## src/rtl/mem_wb_pipe_stage_pkg.sv

```systemverilog
// Shared types for the MEM->WB elastic stage: payload layout, default
// widths and the occupancy-derived stage state.
package mem_wb_pipe_stage_pkg;

  localparam int DATA_W_DEF = 16;
  localparam int ADDR_W_DEF = 3;

  typedef struct packed {
    logic [DATA_W_DEF-1:0] mem_data;
    logic [DATA_W_DEF-1:0] alu_result;
    logic [ADDR_W_DEF-1:0] rdst;
    logic                  mem_read;
    logic                  reg_write;
  } mem_wb_payload_t;

  localparam int PAYLOAD_W = $bits(mem_wb_payload_t);

  typedef enum logic [1:0] {
    ST_EMPTY = 2'd0,
    ST_ONE   = 2'd1,
    ST_FULL  = 2'd2
  } stage_state_e;

  // The skid entry is only ever valid while the head is valid, so the
  // skid bit alone identifies FULL.
  function automatic stage_state_e decode_state(input logic head_v,
                                                input logic skid_v);
    if (skid_v)      return ST_FULL;
    else if (head_v) return ST_ONE;
    else             return ST_EMPTY;
  endfunction

endpackage

```

## src/rtl/mem_wb_pipe_stage_if.sv

```systemverilog
// Handshake and payload bundle between the memory stage, the MEM->WB
// stage and the register-file write port.
interface mem_wb_pipe_stage_if #(
  parameter int DATA_W = 16,
  parameter int ADDR_W = 3,
  parameter int CNT_W  = 8
);
  logic              in_valid;
  logic              in_ready;
  logic [DATA_W-1:0] in_mem_data;
  logic [DATA_W-1:0] in_alu_result;
  logic [ADDR_W-1:0] in_rdst;
  logic              in_mem_read;
  logic              in_reg_write;
  logic              flush;
  logic              out_valid;
  logic              out_ready;
  logic [DATA_W-1:0] out_mem_data;
  logic [DATA_W-1:0] out_alu_result;
  logic [ADDR_W-1:0] out_rdst;
  logic              out_mem_read;
  logic              out_reg_write;
  logic              wb_en;
  logic [DATA_W-1:0] wb_data;
  logic [1:0]        occupancy;
  logic [CNT_W-1:0]  stall_cnt;

  // Environment side: drives the memory-stage inputs and write-back ready.
  modport master (
    output in_valid, in_mem_data, in_alu_result, in_rdst, in_mem_read,
           in_reg_write, flush, out_ready,
    input  in_ready, out_valid, out_mem_data, out_alu_result, out_rdst,
           out_mem_read, out_reg_write, wb_en, wb_data, occupancy, stall_cnt
  );

  // Stage side.
  modport slave (
    input  in_valid, in_mem_data, in_alu_result, in_rdst, in_mem_read,
           in_reg_write, flush, out_ready,
    output in_ready, out_valid, out_mem_data, out_alu_result, out_rdst,
           out_mem_read, out_reg_write, wb_en, wb_data, occupancy, stall_cnt
  );
endinterface

```

## src/rtl/mem_wb_pipe_stage_skid_entry.sv

```systemverilog
// One payload register with its valid bit. Clear wins over load and
// leaves the payload untouched.
module pipe_skid_entry #(
  parameter int W = 16
) (
  input  logic         clk,
  input  logic         rst_n,
  input  logic         load_i,
  input  logic         clr_i,
  input  logic [W-1:0] d_i,
  output logic         valid_o,
  output logic [W-1:0] q_o
);

  logic         valid_q;
  logic [W-1:0] data_q;

  // Valid bit and payload update; payload only changes on a load.
  always_ff @(posedge clk or negedge rst_n) begin
    if (!rst_n) begin
      valid_q <= 1'b0;
      data_q  <= '0;
    end else if (clr_i) begin
      valid_q <= 1'b0;
    end else if (load_i) begin
      valid_q <= 1'b1;
      data_q  <= d_i;
    end
  end

  assign valid_o = valid_q;
  assign q_o     = data_q;

endmodule

```

## src/rtl/mem_wb_pipe_stage.sv

```systemverilog
// MEM->WB elastic stage: head + skid entry behind a valid/ready
// handshake, with flush, write-back select and a saturating stall counter.
module mem_wb_pipe_stage
  import mem_wb_pipe_stage_pkg::*;
#(
  parameter int DATA_W = 16,
  parameter int ADDR_W = 3,
  parameter int CNT_W  = 8
) (
  input  logic               clk,
  input  logic               rst_n,
  mem_wb_pipe_stage_if.slave bus
);

  localparam int PW = 2 * DATA_W + ADDR_W + 2;

  logic [PW-1:0]    in_pl;
  logic [PW-1:0]    head_pl;
  logic [PW-1:0]    skid_pl;
  logic [PW-1:0]    head_d;
  logic             head_v;
  logic             skid_v;
  logic             head_load;
  logic             head_clr;
  logic             skid_load;
  logic             skid_clr;
  logic             accept;
  logic             consume;
  stage_state_e     state;
  logic [CNT_W-1:0] stall_cnt_q;
  logic [CNT_W-1:0] stall_cnt_d;
  logic             head_mem_read;
  logic             head_reg_write;

  assign in_pl   = {bus.in_mem_data, bus.in_alu_result, bus.in_rdst,
                    bus.in_mem_read, bus.in_reg_write};
  assign state   = decode_state(head_v, skid_v);
  assign accept  = bus.in_valid & ~skid_v;
  assign consume = head_v & bus.out_ready;

  // Entry control: FIFO order, flush overrides every load.
  always_comb begin
    head_load = 1'b0;
    head_clr  = 1'b0;
    skid_load = 1'b0;
    skid_clr  = 1'b0;
    head_d    = in_pl;
    case (state)
      ST_EMPTY: head_load = accept;
      ST_ONE: begin
        if (accept && consume) head_load = 1'b1;
        else if (accept)       skid_load = 1'b1;
        else if (consume)      head_clr  = 1'b1;
      end
      ST_FULL: begin
        if (consume) begin
          head_load = 1'b1;
          head_d    = skid_pl;
          skid_clr  = 1'b1;
        end
      end
      default: ;
    endcase
    if (bus.flush) begin
      head_load = 1'b0;
      skid_load = 1'b0;
      head_clr  = 1'b1;
      skid_clr  = 1'b1;
    end
  end

  pipe_skid_entry #(.W(PW)) u_head (
    .clk     (clk),
    .rst_n   (rst_n),
    .load_i  (head_load),
    .clr_i   (head_clr),
    .d_i     (head_d),
    .valid_o (head_v),
    .q_o     (head_pl)
  );

  pipe_skid_entry #(.W(PW)) u_skid (
    .clk     (clk),
    .rst_n   (rst_n),
    .load_i  (skid_load),
    .clr_i   (skid_clr),
    .d_i     (in_pl),
    .valid_o (skid_v),
    .q_o     (skid_pl)
  );

  // Stall counter next value: count head-valid cycles with no ready, saturate.
  always_comb begin
    stall_cnt_d = stall_cnt_q;
    if (head_v && !bus.out_ready && (stall_cnt_q != {CNT_W{1'b1}}))
      stall_cnt_d = stall_cnt_q + CNT_W'(1);
  end

  // Stall counter register; only reset clears it, flush does not.
  always_ff @(posedge clk or negedge rst_n) begin
    if (!rst_n) stall_cnt_q <= '0;
    else        stall_cnt_q <= stall_cnt_d;
  end

  assign {bus.out_mem_data, bus.out_alu_result, bus.out_rdst,
          head_mem_read, head_reg_write} = head_pl;

  assign bus.in_ready      = ~skid_v;
  assign bus.out_valid     = head_v;
  assign bus.out_mem_read  = head_v & head_mem_read;
  assign bus.out_reg_write = head_v & head_reg_write;
  assign bus.wb_en         = head_v & head_reg_write & bus.out_ready;
  assign bus.wb_data       = bus.out_mem_read ? bus.out_mem_data : bus.out_alu_result;
  assign bus.occupancy     = {1'b0, head_v} + {1'b0, skid_v};
  assign bus.stall_cnt     = stall_cnt_q;

endmodule

```

## src/flat_wrapper.sv

```systemverilog
// flat-port wrapper written by rule: the top's interface ports become plain ports
module mem_wb_pipe_stage_flat import mem_wb_pipe_stage_pkg::*;
#(
  parameter int DATA_W = 16,
  parameter int ADDR_W = 3,
  parameter int CNT_W  = 8
)
  (clk, rst_n, bus_in_valid, bus_in_mem_data, bus_in_alu_result, bus_in_rdst, bus_in_mem_read, bus_in_reg_write, bus_flush, bus_out_ready, bus_in_ready, bus_out_valid, bus_out_mem_data, bus_out_alu_result, bus_out_rdst, bus_out_mem_read, bus_out_reg_write, bus_wb_en, bus_wb_data, bus_occupancy, bus_stall_cnt);
  mem_wb_pipe_stage_if #(.DATA_W(DATA_W), .ADDR_W(ADDR_W), .CNT_W(CNT_W)) bus_i ();
  input  logic clk;
  input  logic rst_n;
  input wire logic [$bits(bus_i.in_valid)-1:0] bus_in_valid;
  input wire logic [$bits(bus_i.in_mem_data)-1:0] bus_in_mem_data;
  input wire logic [$bits(bus_i.in_alu_result)-1:0] bus_in_alu_result;
  input wire logic [$bits(bus_i.in_rdst)-1:0] bus_in_rdst;
  input wire logic [$bits(bus_i.in_mem_read)-1:0] bus_in_mem_read;
  input wire logic [$bits(bus_i.in_reg_write)-1:0] bus_in_reg_write;
  input wire logic [$bits(bus_i.flush)-1:0] bus_flush;
  input wire logic [$bits(bus_i.out_ready)-1:0] bus_out_ready;
  output wire logic [$bits(bus_i.in_ready)-1:0] bus_in_ready;
  output wire logic [$bits(bus_i.out_valid)-1:0] bus_out_valid;
  output wire logic [$bits(bus_i.out_mem_data)-1:0] bus_out_mem_data;
  output wire logic [$bits(bus_i.out_alu_result)-1:0] bus_out_alu_result;
  output wire logic [$bits(bus_i.out_rdst)-1:0] bus_out_rdst;
  output wire logic [$bits(bus_i.out_mem_read)-1:0] bus_out_mem_read;
  output wire logic [$bits(bus_i.out_reg_write)-1:0] bus_out_reg_write;
  output wire logic [$bits(bus_i.wb_en)-1:0] bus_wb_en;
  output wire logic [$bits(bus_i.wb_data)-1:0] bus_wb_data;
  output wire logic [$bits(bus_i.occupancy)-1:0] bus_occupancy;
  output wire logic [$bits(bus_i.stall_cnt)-1:0] bus_stall_cnt;
  assign bus_i.in_valid = bus_in_valid;
  assign bus_i.in_mem_data = bus_in_mem_data;
  assign bus_i.in_alu_result = bus_in_alu_result;
  assign bus_i.in_rdst = bus_in_rdst;
  assign bus_i.in_mem_read = bus_in_mem_read;
  assign bus_i.in_reg_write = bus_in_reg_write;
  assign bus_i.flush = bus_flush;
  assign bus_i.out_ready = bus_out_ready;
  assign bus_in_ready = bus_i.in_ready;
  assign bus_out_valid = bus_i.out_valid;
  assign bus_out_mem_data = bus_i.out_mem_data;
  assign bus_out_alu_result = bus_i.out_alu_result;
  assign bus_out_rdst = bus_i.out_rdst;
  assign bus_out_mem_read = bus_i.out_mem_read;
  assign bus_out_reg_write = bus_i.out_reg_write;
  assign bus_wb_en = bus_i.wb_en;
  assign bus_wb_data = bus_i.wb_data;
  assign bus_occupancy = bus_i.occupancy;
  assign bus_stall_cnt = bus_i.stall_cnt;
  mem_wb_pipe_stage #(.DATA_W(DATA_W), .ADDR_W(ADDR_W), .CNT_W(CNT_W)) u_core (.clk(clk), .rst_n(rst_n), .bus(bus_i));
endmodule
```

## config.mk

```make
export PLATFORM = sky130hd
export DESIGN_NAME = mem_wb_pipe_stage_flat
export DESIGN_NICKNAME = d
export VERILOG_FILES = /design/src/rtl/mem_wb_pipe_stage_pkg.sv /design/src/rtl/mem_wb_pipe_stage_if.sv /design/src/rtl/mem_wb_pipe_stage_skid_entry.sv /design/src/rtl/mem_wb_pipe_stage.sv /design/src/flat_wrapper.sv
export SDC_FILE = /design/constraint.sdc
export NUM_CORES = 1
export LEC_CHECK = 0
export ABC_AREA = 1
export ABC_CLOCK_PERIOD_IN_PS = 2100
export CORE_ASPECT_RATIO = 0.8
export CORE_MARGIN = 2
export CORE_UTILIZATION = 41
export DETAILED_ROUTE_END_ITERATION = 12
export DONT_BUFFER_PORTS = 1
export PLACE_DENSITY = 0.59
export SLEW_MARGIN = 25
export SYNTH_ARGS = -nofsm -noshare
export SYNTH_HDL_FRONTEND = slang
export SYNTH_HIERARCHICAL = 1
export SYNTH_SLANG_ARGS = --single-unit
```

## constraint.sdc

```tcl
create_clock -name clk -period 2.1 [get_ports clk]
set_input_delay 0.42 -clock clk [delete_from_list [all_inputs] [get_ports clk]]
set_output_delay 0.42 -clock clk [all_outputs]
set_load 0.03 [all_outputs]
```

-- Word level (Yosys, flattened, before mapping)
Cells that the tools add are included.
- equal/unequal tests: 3
- reductions and logical operators: 9
- bitwise gates (word level): 8
- muxes and demuxes: 23
- $add $sub $neg: 2
- operators with widths (kind ; number):
    $mux W37 ; 2
    $mux W1 ; 18
    $mux W16 ; 1
    $add A8 B1 Y8 const B ; 1
    $ne A8 B8 Y1 const B ; 1
    $and A1 B1 Y1 ; 5
    $reduce_and A2 Y1 ; 2
    $reduce_bool A2 Y1 ; 2
    $logic_and A1 B1 Y1 ; 3
    $not A1 Y1 ; 3
    $pmux W1 S3 ; 1
    $add A1 B1 Y2 ; 1
    $eq A2 B1 Y1 const B ; 1
    $eq A2 B2 Y1 const B ; 1
    $logic_not A2 Y1 ; 1
    $mux W2 ; 1
    $logic_not A1 Y1 ; 1
- input port bits: 42
- flip-flop bits (word level): 84
- logic and storage cells: 50
- output and inout bits: 66

-- Longest topological paths before layout
- depth in word-level cells: 8
- depth in mapped cells: 13
- mapped depth without buffers: 9

-- Modules after synthesis
The synthesis kept the hierarchy.
- modules (own cells, without submodules) (module ; cells an instance ; area each (um2) ; instances):
    pipe_skid_entry ; 165 ; 1546.5 ; 2
    mem_wb_pipe_stage ; 260 ; 1277.5 ; 1

-- Worst setup path after synthesis
Ideal clock, no wire load.
- kind: reg-to-output
- from: reg u_core.u_head.valid_q, in the netlist u_core/u_head/valid_o
- to: out bus_wb_data[10]
- cell stages (with the launch flop): 6
- arrival: 1.608 ns
- required time: 1.680 ns
- path slack: 0.072 ns
- buffers on the path: 1
- path through: dfrtp_1 nand2_1 clkinv_1 buf_2 nand2_1 nand2_1
- longest elaborated chain between the ends: 2
- ends and longest elaborated chain (element ; line ; RTL):
    start: declaration ; mem_wb_pipe_stage_skid_entry.sv:15 ; logic valid_q;
    start signal: assignment ; mem_wb_pipe_stage_skid_entry.sv:21 ; valid_q <= 1'b0;
    start signal: assignment ; mem_wb_pipe_stage_skid_entry.sv:24 ; valid_q <= 1'b0;
    start signal: assignment ; mem_wb_pipe_stage_skid_entry.sv:26 ; valid_q <= 1'b1;
    $and A1 B1 Y1 ; mem_wb_pipe_stage.sv:110 ; assign bus.out_mem_read = head_v & head_mem_read;
    via bus_out_mem_read ; flat_wrapper.sv:25 ; output wire logic [$bits(bus_i.out_mem_read)-1:0] bus_out_mem_read;
    $mux W16 ; mem_wb_pipe_stage.sv:113 ; assign bus.wb_data = bus.out_mem_read ? bus.out_mem_data : bus.out_alu_result;
    end: declaration ; flat_wrapper.sv:28 ; output wire logic [$bits(bus_i.wb_data)-1:0] bus_wb_data;
The timed path passes the listed nets, and every way through them passes these cells.

-- Worst setup path in the final report
- from: reg u_core.u_head.valid_q, in the netlist u_core/u_head/valid_o
- to: out bus_wb_data[1]
- longest elaborated chain between the ends: 2
- ends and longest elaborated chain (element ; line):
    $and A1 B1 Y1 ; mem_wb_pipe_stage.sv:110
    $mux W16 ; mem_wb_pipe_stage.sv:113
Every way passes these cells.

==> impl_metrics.env <==
export IMPL_hp_class="input pin to async pin"
export IMPL_routedWlPerCell_um=16.17
export IMPL_drv_cap=0
export IMPL_power_frac_comb_pct=18.7
export IMPL_n_fill_cell=1087
export IMPL_critPathLaunch="u_core/u_head/valid_o"
export IMPL_finalHoldViolCount=84
export IMPL_p_sw_share_pct=39.07
export IMPL_cts_tree="built"
export IMPL_synth_simple_area_share_pct=40.91
export IMPL_critPathBufInv=1
export IMPL_yosysSeqAreaShare_pct=48.10
export IMPL_power_density_nw_per_um2=1108
export IMPL_place_congestion=0.8043
export IMPL_drc_errors=0
export IMPL_clk_path_buf_depth=2
export IMPL_cp_top_family="simple AND/OR/NAND/NOR gates"
export IMPL_skew_ns=0.006919
export IMPL_coreArea_um2=10320
export IMPL_io_buffers=0
export IMPL_synth_compound_area_share_pct=0.6298
export IMPL_outcome="finished with violations"
export IMPL_io_pins=108
export IMPL_die_h_um=96.35
export IMPL_layout_common_cells="nand2_1 (337), nand3_1 (85), dfrtp_1 (84)"
export IMPL_fin_crit_ns=1.983
export IMPL_fmaxAchievable_mhz=504.2
export IMPL_rsz0062_at_grt="no"
export IMPL_cts_setup_buffers=0
export IMPL_vias=3672
export IMPL_critPathSlowestCell="dfrtp_1"
export IMPL_htree_levels=3
export IMPL_grt_use_total_pct=21.65
export IMPL_whs_ns=-0.2305
export IMPL_p_int_uw=3180
export IMPL_ant_nets=0
export IMPL_syn_nets=637
export IMPL_arrival_ns=1.56
export IMPL_rows=33
export IMPL_muxShareOfSynthArea_pct=0
export IMPL_avgViaCountPerCell=5.016
export IMPL_finalCritPeriodShare_pct=94.45
export IMPL_dp_hpwl_um=8057
export IMPL_crit_chain="nand2_1 -> buf_4 -> nand2_1 -> nand2_1"
export IMPL_peakVddDrop_uv=569.1
export IMPL_worst_slew_pin_slew_ns=0.4470
export IMPL_grt_pass1_vias=3448
export IMPL_synth_xor_area_share_pct=0.2004
export IMPL_grt_max_degree=85
export IMPL_drt_iter0_drc=345
export IMPL_power_frac_clock_pct=27.8
export IMPL_die_x_um=119.4
export IMPL_globalRouteOverflowTotal=0
export IMPL_floorplan_initialDensity_pct=42.34
export IMPL_drive_gt1_share_pct=7.601
export IMPL_synthAdderAreaFrac_pct=1.431
export IMPL_antenna_found_initial=0
export IMPL_yosysWarnings=6
export IMPL_synthesis_instances=590
export IMPL_finalNetCount=634
export IMPL_slew_viol_final=0
export IMPL_clockRootBuffer="clkbuf_16"
export IMPL_r2r_end="u_core/u_head/q_o[11]"
export IMPL_grt_pass1_wl_um=18930
export IMPL_cts_buffers=9
export IMPL_synth_seq_cells=84
export IMPL_syn_to_final_growth_pct=7.816
export IMPL_r2r_start="u_core/u_skid/valid_o"
export IMPL_synthDistinctLibCells=21
export IMPL_dr_pass1_iters=5
export IMPL_clk_latency_ns=0.34
export IMPL_setup_viol=0
export IMPL_final_setup_worst_slack_ns=0.1166
export IMPL_cp_start_kind="flop"
export IMPL_worstPathRequired_ns=1.68
export IMPL_slew_headroom_pct=70.20
export IMPL_path_class="flop to primary output"
export IMPL_worstRegToRegCells=9
export IMPL_leakagePower_uw=0.002604
export IMPL_switching_power_uw=2039
export IMPL_seqPwrFrac_pct=53.5
export IMPL_pre_cts_slack_ns=0.1747
export IMPL_cp_end_kind="primary output"
export IMPL_synth_area_um2=4370
export IMPL_cp_common_cell="nand2_1"
export IMPL_synth_top_family_by_area="simple AND/OR/NAND/NOR gates"
export IMPL_avgSynthCellArea_um2=7.408
export IMPL_cp_slowest_stage_delay_ns=0.46
export IMPL_cts_sinks=84
export IMPL_clk_pin_slew_ns=0.06
export IMPL_r2r_setup_slack_ns=0.15
export IMPL_tns_ns=0
export IMPL_diodes=0
export IMPL_violations="negative hold slack"
export IMPL_final_common_cell="nand2_1"
export IMPL_wirelength_um=11830
export IMPL_dieArea_um2=11510
export IMPL_worstPathMaxFanout=16
-- power by group through the flow --
stage | sequential (uW) | clock [uW] | combinational, uW
floorplan | 2720 | 0 | 778
global placement | 2810 | 0 | 951
detailed placement | 2830 | 0 | 978
CTS | 2800 | 1490 | 981
global route | 2860 | 1580 | 1100
finish | 2790 | 1450 | 974
-- state kept, by name, summed over array words and instances (netlist names) --
name                   cells
u_core/bus.stall_cnt       8
u_core/u_skid/q_o         37
u_core/u_head/q_o         37
u_core/u_head/valid_o      1
u_core/u_skid/valid_o      1
-- worst max path at each step --
stage	slack [ns]	end	depth (start not counted)
4_1_cts	0.11	bus_wb_data[3]	5
2_1_floorplan	0.07	bus_wb_data[10]	5
3_5_place_dp	0.17	u_core/u_head/q_o[12]	9
3_3_place_gp	0.22	u_core/u_skid/q_o[21]	8
5_1_grt	0.006	bus_wb_data[0]	5
6_report	0.12	bus_wb_data[1]	4
-- synth_stat cells --
cell	instances	area [um2]
a21oi_1	2	10.01
buf_2	5	25.02
buf_4	5	37.54
buf_6	21	236.5
clkbuf_1	3	11.26
clkinv_1	1	3.750
dfrtp_1	84	2102
ha_1	5	62.56
inv_1	15	56.30
inv_2	3	11.26
nand2_1	337	1265
nand2_2	3	18.77
nand3_1	85	425.4
nand3b_1	1	7.510
nand4_1	2	12.51
nor2_1	13	48.80
nor3_2	1	10.01
o21ai_0	1	5.000
o21ai_1	1	5.000
o31ai_1	1	7.510
xnor2_1	1	8.760
-- metrics by stage --
stage	hold WS (ns)	utilization [%]	cells	cell area [um2]	total power, uW
final	-0.2305	45.65	732	4712	5219
after global routing	-0.2508	45.65	732	4712	5535
after CTS	-0.2423	45.60	732	4707	5273
after detailed placement	0.1271	42.97	716	4436	3808
after global placement	0.1268	42.97	716	4436	3765
after floorplan	0.1244	-	590	4370	3495
-- cell type report --
| cell class | instances | area (um2) | share of cell area [%] |
|---|---|---|---|
| Multi-Input combinational cell | 453 | 1912 | 40.57 |
| Tap cell | 140 | 175.2 | 3.717 |
| Inverter | 19 | 73.82 | 1.567 |
| Sequential cell | 84 | 2102 | 44.61 |
| Clock buffer | 11 | 242.7 | 5.151 |
| Timing Repair Buffer | 20 | 178.9 | 3.797 |
| Clock inverter | 5 | 27.53 | 0.5842 |
-- logic make-up (layout without fill, tap and decap cells) --
kind of cell,count (synthesis),count (layout)
adders and majority gates,5,5
xor gates and xnor gates,1,1
and+or+nand+nor,442,442
AOI/OAI and AO/OA,5,5
buffers and inverters,53,55
DFF,84,84
-- layer usage --
metal | up-vias | track usage [%] | part of all wire, %
li1 | 1828 | - | -
met1 | 1696 | 28.12 | 44
met2 | 136 | 33.48 | 45
met3 | 12 | 8.057 | 9.2
met4 | 0 | 7.647 | 1.5
met5 | - | 0 | 0
-- worst reg2reg max path: stages, from the launching register on --
cell and delay, ns:
dfrtp_1 0.42, inv_1 0.09, buf_4 0.19, ha_1 0.19, inv_1 0.06, o31ai_1 0.28
inv_2 0.09, buf_4 0.28, nand3_1 0.16, nand2_1 0.07
-- repair_timing --
| item | in CTS | in global routing |
|---|---|---|
| setup endpoints to repair | 16 | 7 |
| hold endpoints to repair | 84 | 84 |
| gates resized for setup | 1 | 2 |
Power figures use the tool's default switching activity.
